**config.mk**
```make
export PLATFORM = sky130hd
export DESIGN_NAME = maze_mem_arbiter
export DESIGN_NICKNAME = d
export VERILOG_FILES = /design/src/rtl/maze_mem_arbiter.sv
export SDC_FILE = /design/constraint.sdc
export NUM_CORES = 1
export LEC_CHECK = 0
export ABC_AREA = 1
export CAP_MARGIN = 20
export CORE_UTILIZATION = 25
export CTS_BUF_LIST = sky130_fd_sc_hd__clkbuf_8
export CTS_CLUSTER_DIAMETER = 50
export DETAILED_ROUTE_END_ITERATION = 16
export GPL_TIMING_DRIVEN = 0
export REMOVE_ABC_BUFFERS = 1
export SYNTH_ARGS = -nofsm -noshare
export SYNTH_HDL_FRONTEND = slang
export SYNTH_SLANG_ARGS = --single-unit
```
**constraint.sdc**
```tcl
create_clock -name clk -period 7.9 [get_ports clk]
set_clock_uncertainty 0.2 [all_clocks]
set_input_delay 1.185 -clock clk [delete_from_list [all_inputs] [get_ports clk]]
set_output_delay 1.185 -clock clk [all_outputs]
set_load 0.005 [all_outputs]
```
**src/rtl/maze_mem_arbiter.sv**
```systemverilog
// Maze cell RAM arbiter: VGA renderer has strict priority, the game logic gets the leftover cycles.
// Registered RAM port, 1-deep read tag, 2-cycle read latency, and starvation statistics for debug.
module maze_mem_arbiter #(
  parameter int unsigned ADDR_W       = 11,
  parameter int unsigned DATA_W       = 4,
  parameter int unsigned STARVE_LIMIT = 1023
) (
  input  logic              clk,
  input  logic              reset_n,
  input  logic              vga_req,
  input  logic [ADDR_W-1:0] vga_addr,
  output logic [DATA_W-1:0] vga_rdata,
  output logic              vga_rvalid,
  input  logic              game_req,
  input  logic              game_we,
  input  logic [ADDR_W-1:0] game_addr,
  input  logic [DATA_W-1:0] game_wdata,
  output logic              game_gnt,
  output logic [DATA_W-1:0] game_rdata,
  output logic              game_rvalid,
  output logic              mem_en,
  output logic              mem_we,
  output logic [ADDR_W-1:0] mem_addr,
  output logic [DATA_W-1:0] mem_wdata,
  input  logic [DATA_W-1:0] mem_rdata,
  output logic              starve,
  output logic [9:0]        wait_max
);

  typedef enum logic [1:0] {
    OWN_IDLE,
    OWN_VGA_RD,
    OWN_GAME_RD,
    OWN_GAME_WR
  } owner_e;

  typedef enum logic [1:0] {
    TAG_NONE,
    TAG_VGA,
    TAG_GAME
  } tag_e;

  localparam logic [9:0] WAIT_SAT   = 10'd1023;
  localparam logic [9:0] STARVE_CNT = 10'(STARVE_LIMIT);

  owner_e owner_q, owner_d;
  tag_e   tag_q, tag_d;

  logic              mem_en_q, mem_en_d;
  logic              mem_we_q, mem_we_d;
  logic [ADDR_W-1:0] mem_addr_q, mem_addr_d;
  logic [DATA_W-1:0] mem_wdata_q, mem_wdata_d;
  logic [9:0]        wait_cnt_q, wait_cnt_d;
  logic [9:0]        wait_max_q, wait_max_d;
  logic              starve_q, starve_d;
  logic              game_win;

  // Reset gating keeps the combinational grant at 0 while reset_n is held low.
  assign game_win = reset_n & game_req & ~vga_req;

  always_comb begin
    owner_d     = OWN_IDLE;
    mem_addr_d  = mem_addr_q;
    mem_wdata_d = mem_wdata_q;
    if (vga_req) begin
      owner_d    = OWN_VGA_RD;
      mem_addr_d = vga_addr;
    end else if (game_req) begin
      owner_d    = game_we ? OWN_GAME_WR : OWN_GAME_RD;
      mem_addr_d = game_addr;
      if (game_we) begin
        mem_wdata_d = game_wdata;
      end
    end
    mem_en_d = (owner_d != OWN_IDLE);
    mem_we_d = (owner_d == OWN_GAME_WR);
  end

  // The tag follows the owner by one cycle so it lines up with the RAM read data.
  always_comb begin
    tag_d = TAG_NONE;
    case (owner_q)
      OWN_VGA_RD:  tag_d = TAG_VGA;
      OWN_GAME_RD: tag_d = TAG_GAME;
      default:     tag_d = TAG_NONE;
    endcase
  end

  always_comb begin
    wait_cnt_d = '0;
    if (game_req && !game_win) begin
      wait_cnt_d = (wait_cnt_q == WAIT_SAT) ? wait_cnt_q : wait_cnt_q + 10'd1;
    end
    wait_max_d = (wait_cnt_d > wait_max_q) ? wait_cnt_d : wait_max_q;
    starve_d   = starve_q | (wait_cnt_d >= STARVE_CNT);
  end

  always_ff @(posedge clk or negedge reset_n) begin
    if (!reset_n) begin
      owner_q     <= OWN_IDLE;
      tag_q       <= TAG_NONE;
      mem_en_q    <= 1'b0;
      mem_we_q    <= 1'b0;
      mem_addr_q  <= '0;
      mem_wdata_q <= '0;
      wait_cnt_q  <= '0;
      wait_max_q  <= '0;
      starve_q    <= 1'b0;
    end else begin
      owner_q     <= owner_d;
      tag_q       <= tag_d;
      mem_en_q    <= mem_en_d;
      mem_we_q    <= mem_we_d;
      mem_addr_q  <= mem_addr_d;
      mem_wdata_q <= mem_wdata_d;
      wait_cnt_q  <= wait_cnt_d;
      wait_max_q  <= wait_max_d;
      starve_q    <= starve_d;
    end
  end

  assign game_gnt    = game_win;
  assign mem_en      = mem_en_q;
  assign mem_we      = mem_we_q;
  assign mem_addr    = mem_addr_q;
  assign mem_wdata   = mem_wdata_q;
  assign vga_rvalid  = (tag_q == TAG_VGA);
  assign game_rvalid = (tag_q == TAG_GAME);
  assign vga_rdata   = vga_rvalid  ? mem_rdata : '0;
  assign game_rdata  = game_rvalid ? mem_rdata : '0;
  assign starve      = starve_q;
  assign wait_max    = wait_max_q;

endmodule

```
==> qor.csv <==
stage,metric,value,unit
global_route,grt.total_usage,0.118,
logic_synthesis,synth_area_per_cell,7.84,sq um
floorplanning,chipHeight,96.2,um
logic_synthesis,synth.cell_area,0.00222,sq mm
outcome,status,finished with violations,
worst_setup_path,reg2reg_depth,16,
placed_design,hpwlAfterDp,4040,um
power,p_leak,1.52,nW
worst_setup_path,crit_required,6510,ps
clocking,cts_root_buffer,clkbuf_8,
sta,tightest_slew,847,ps
floorplanning,io_pins,74,
worst_setup_path,worstPathArrival,2700,ps
sta,clock.fmax,0.245,GHz
routing,num_vias,1979,
worst_setup_path,critPathMaxStageDelay,680,ps
global_route,grt_max_degree,23,
logic_synthesis,yosys_register_bits,42,
worst_setup_path,cpMaxStageDelayCell,clkdlybuf4s50_1,
logic_synthesis,synth_cell_types,27,
final_layout,layout.nets,404,
clocking,cts-resized-gates,0,
clocking,clk_pin_slew_worst_paths,80,ps
worst_setup_path,path_common_cell,clkdlybuf4s50_1,
sta,report.final.slew_viol_count,0,
min_path,hp-class,register to register,
global_route,overflow,0,
routing,wl_per_cell,10.8,um
final_layout,area_growth_syn_to_layout,42.6,%
worst_setup_path,cp-end-kind,output port,
floorplanning,placementRows,34,
floorplanning,design.core.area,0.00868,sq mm
clocking,cts_buffer_depth,2,
power,p_per_area,143,mW/mm^2
floorplanning,start_util,0.256,
sta,rsz0062_at_grt,no,
sta,period_minus_slack,4090,ps
logic_synthesis,synth.area.top_cells,"dfrtp_1 (47%), nand2_1 (15%), inv_1 (6.8%)",
final_layout,final_area,0.00317,sq mm
final_layout,layout-drive-gt1-share,0.0752,
routing,first_iter_violations,111,
power,peakVddDrop,0.0785,mV
sta,tns,0,ps
routing,drtPass1Iterations,10,
clocking,tritoncts,yes,
floorplanning,die_area,0.00926,sq mm
sta,setup_viol_count_final,0,
clocking,htreeDepth,2,
placed_design,numPortBuffers,73,
routing,finalWirelength,5040,um
worst_setup_path,crit_fanout,15,
logic_synthesis,synth.largest_area_cell,dfrtp_1,
outcome,violations,design-rule violations,
final_layout,final_common_cell,nand2_1,
logic_synthesis,synth-seq-area-share,0.474,
logic_synthesis,synth_top_area_frac,0.474,
clocking,cts_buffers,5,
floorplanning,die_x,96.2,um
routing,antenna_left,0,
worst_setup_path,critPathLaunchType,primary input,
sta,hold_violations,0,
min_path,worstHoldPathCells,1,
clocking,cts.sinks,42,
global_route,grt_pass1_wl,8470,um
placed_design,gp_congestion,0.810,
clocking,clk_latency,290,ps
logic_synthesis,syn_inst,283,
global_route,grt_pass1_vias,1878,
global_route,antenna_found_initial,0,
worst_setup_path,path_cells,clkdlybuf4s50_1 > nor2_1 > clkdlybuf4s50_1,
clocking,cts_hold_buf,0,
routing,vias_per_cell,4.24,
sta,finalCritPeriodShare,0.517,
placed_design,dpl-instance-area,0.00307,sq mm
worst_setup_path,critPathKind,primary input to output port,
clocking,postCtsSetupBuffers,0,
routing,drc_errors,1,
final_layout,antenna_cells,0,
final_layout,layout_common_cells,"nand2_1 (90), clkdlybuf4s50_1 (72), dfrtp_1 (42), inv_1 (40), nor2_1 (26)",
sta,relSlewSlack,0.433,
flow_run,cap_viol_max_count,0,
logic_synthesis,yosys_warnings,0,
-- metal layers --
layer  up-vias  track usage  wire length (um)
met3         6       0.0340               293
met2        50        0.212              2470
met5         -            0                 0
li1       1027            -                 -
met1       896        0.135              2220
met4         0       0.0336                58
-- cells by family after synthesis --
kind of cell | after synthesis | share of synthesized area
xor gates and xnor gates | 3 | 0.0118
AOI/OAI and AO/OA | 22 | 0.0547
adders and majority gates | 11 | 0.0620
and+or+nand+nor | 156 | 0.308
buffers and inverters | 49 | 0.0896
DFF | 42 | 0.474
-- area by class of cell --
| cell class | instances | area [sq um] |
|---|---|---|
| clock inverters | 2 | 12.5 |
| inverters | 43 | 161 |
| repair buffers | 74 | 753 |
| flip-flops and latches | 42 | 1050 |
| well taps | 108 | 135 |
| fillers | 915 | 5510 |
| multi-input cells | 192 | 970 |
| clock buffers | 6 | 82.6 |
-- report_power, final --
group / switching, mW / internal [mW]
sequential: 0.00723 / 0.226
combinational: 0.0292 / 0.0432
clock: 0.0754 / 0.0703
total: 0.112 / 0.340
-- critical path: cells and delay by family --
kind          cells  cell delay [ps]
simple gates      1              280
buf+inv           2             1240
-- synth_stat cells --
cell and count:
nand2_1 90, dfrtp_1 42, inv_1 40, nor2_1 26
nand3_1 23, ha_1 11, o21ai_1 9, nor2_2 6
o21ai_0 5, a21oi_1 4, clkbuf_1 3, inv_2 3
a21oi_2 2, buf_4 2, nand2_2 2, nand4_1 2
nor2_4 2, xnor2_1 2, a31oi_1 1, and2_1 1
buf_6 1, nand3_2 1, nand3b_1 1, nand3b_4 1
nor3_1 1, o211ai_1 1, xor2_1 1
-- sequential cells by signal (all words and copies together), names as in the netlist --
signal and flops:
owner_q 2, wait_cnt_q 10, tag_q 2, mem_en 1, mem_wdata 4, mem_addr 11
mem_we 1, starve 1, wait_max 10
-- through the flow --
stage | power [mW] | setup WS (ps) | hold slack (ps) | utilization | instances
5_1_grt | 0.478 | 3470 | 255 | 0.365 | 467
3_3_place_gp | 0.309 | 2410 | 206 | 0.351 | 458
6_report | 0.451 | 3810 | 228 | 0.365 | 467
2_1_floorplan | 0.258 | 4820 | 200 | - | 277
3_5_place_dp | 0.312 | 3460 | 221 | 0.354 | 459
4_1_cts | 0.460 | 3770 | 236 | 0.365 | 467
-- path summary, 6_finish.rpt --
kind	from	to	slack [ps]
min reg2reg	owner_q[0]	tag_q[1]	230
max reg2reg	wait_cnt_q[0]	wait_max[6]	5000
min in group asynchronous	reset_n	wait_max[9]	670
min	owner_q[0]	tag_q[1]	230
max in group asynchronous	reset_n	wait_cnt_q[5]	6320
max	vga_req	game_gnt	3810
No activity file was read; power rests on OpenSTA's default activity.
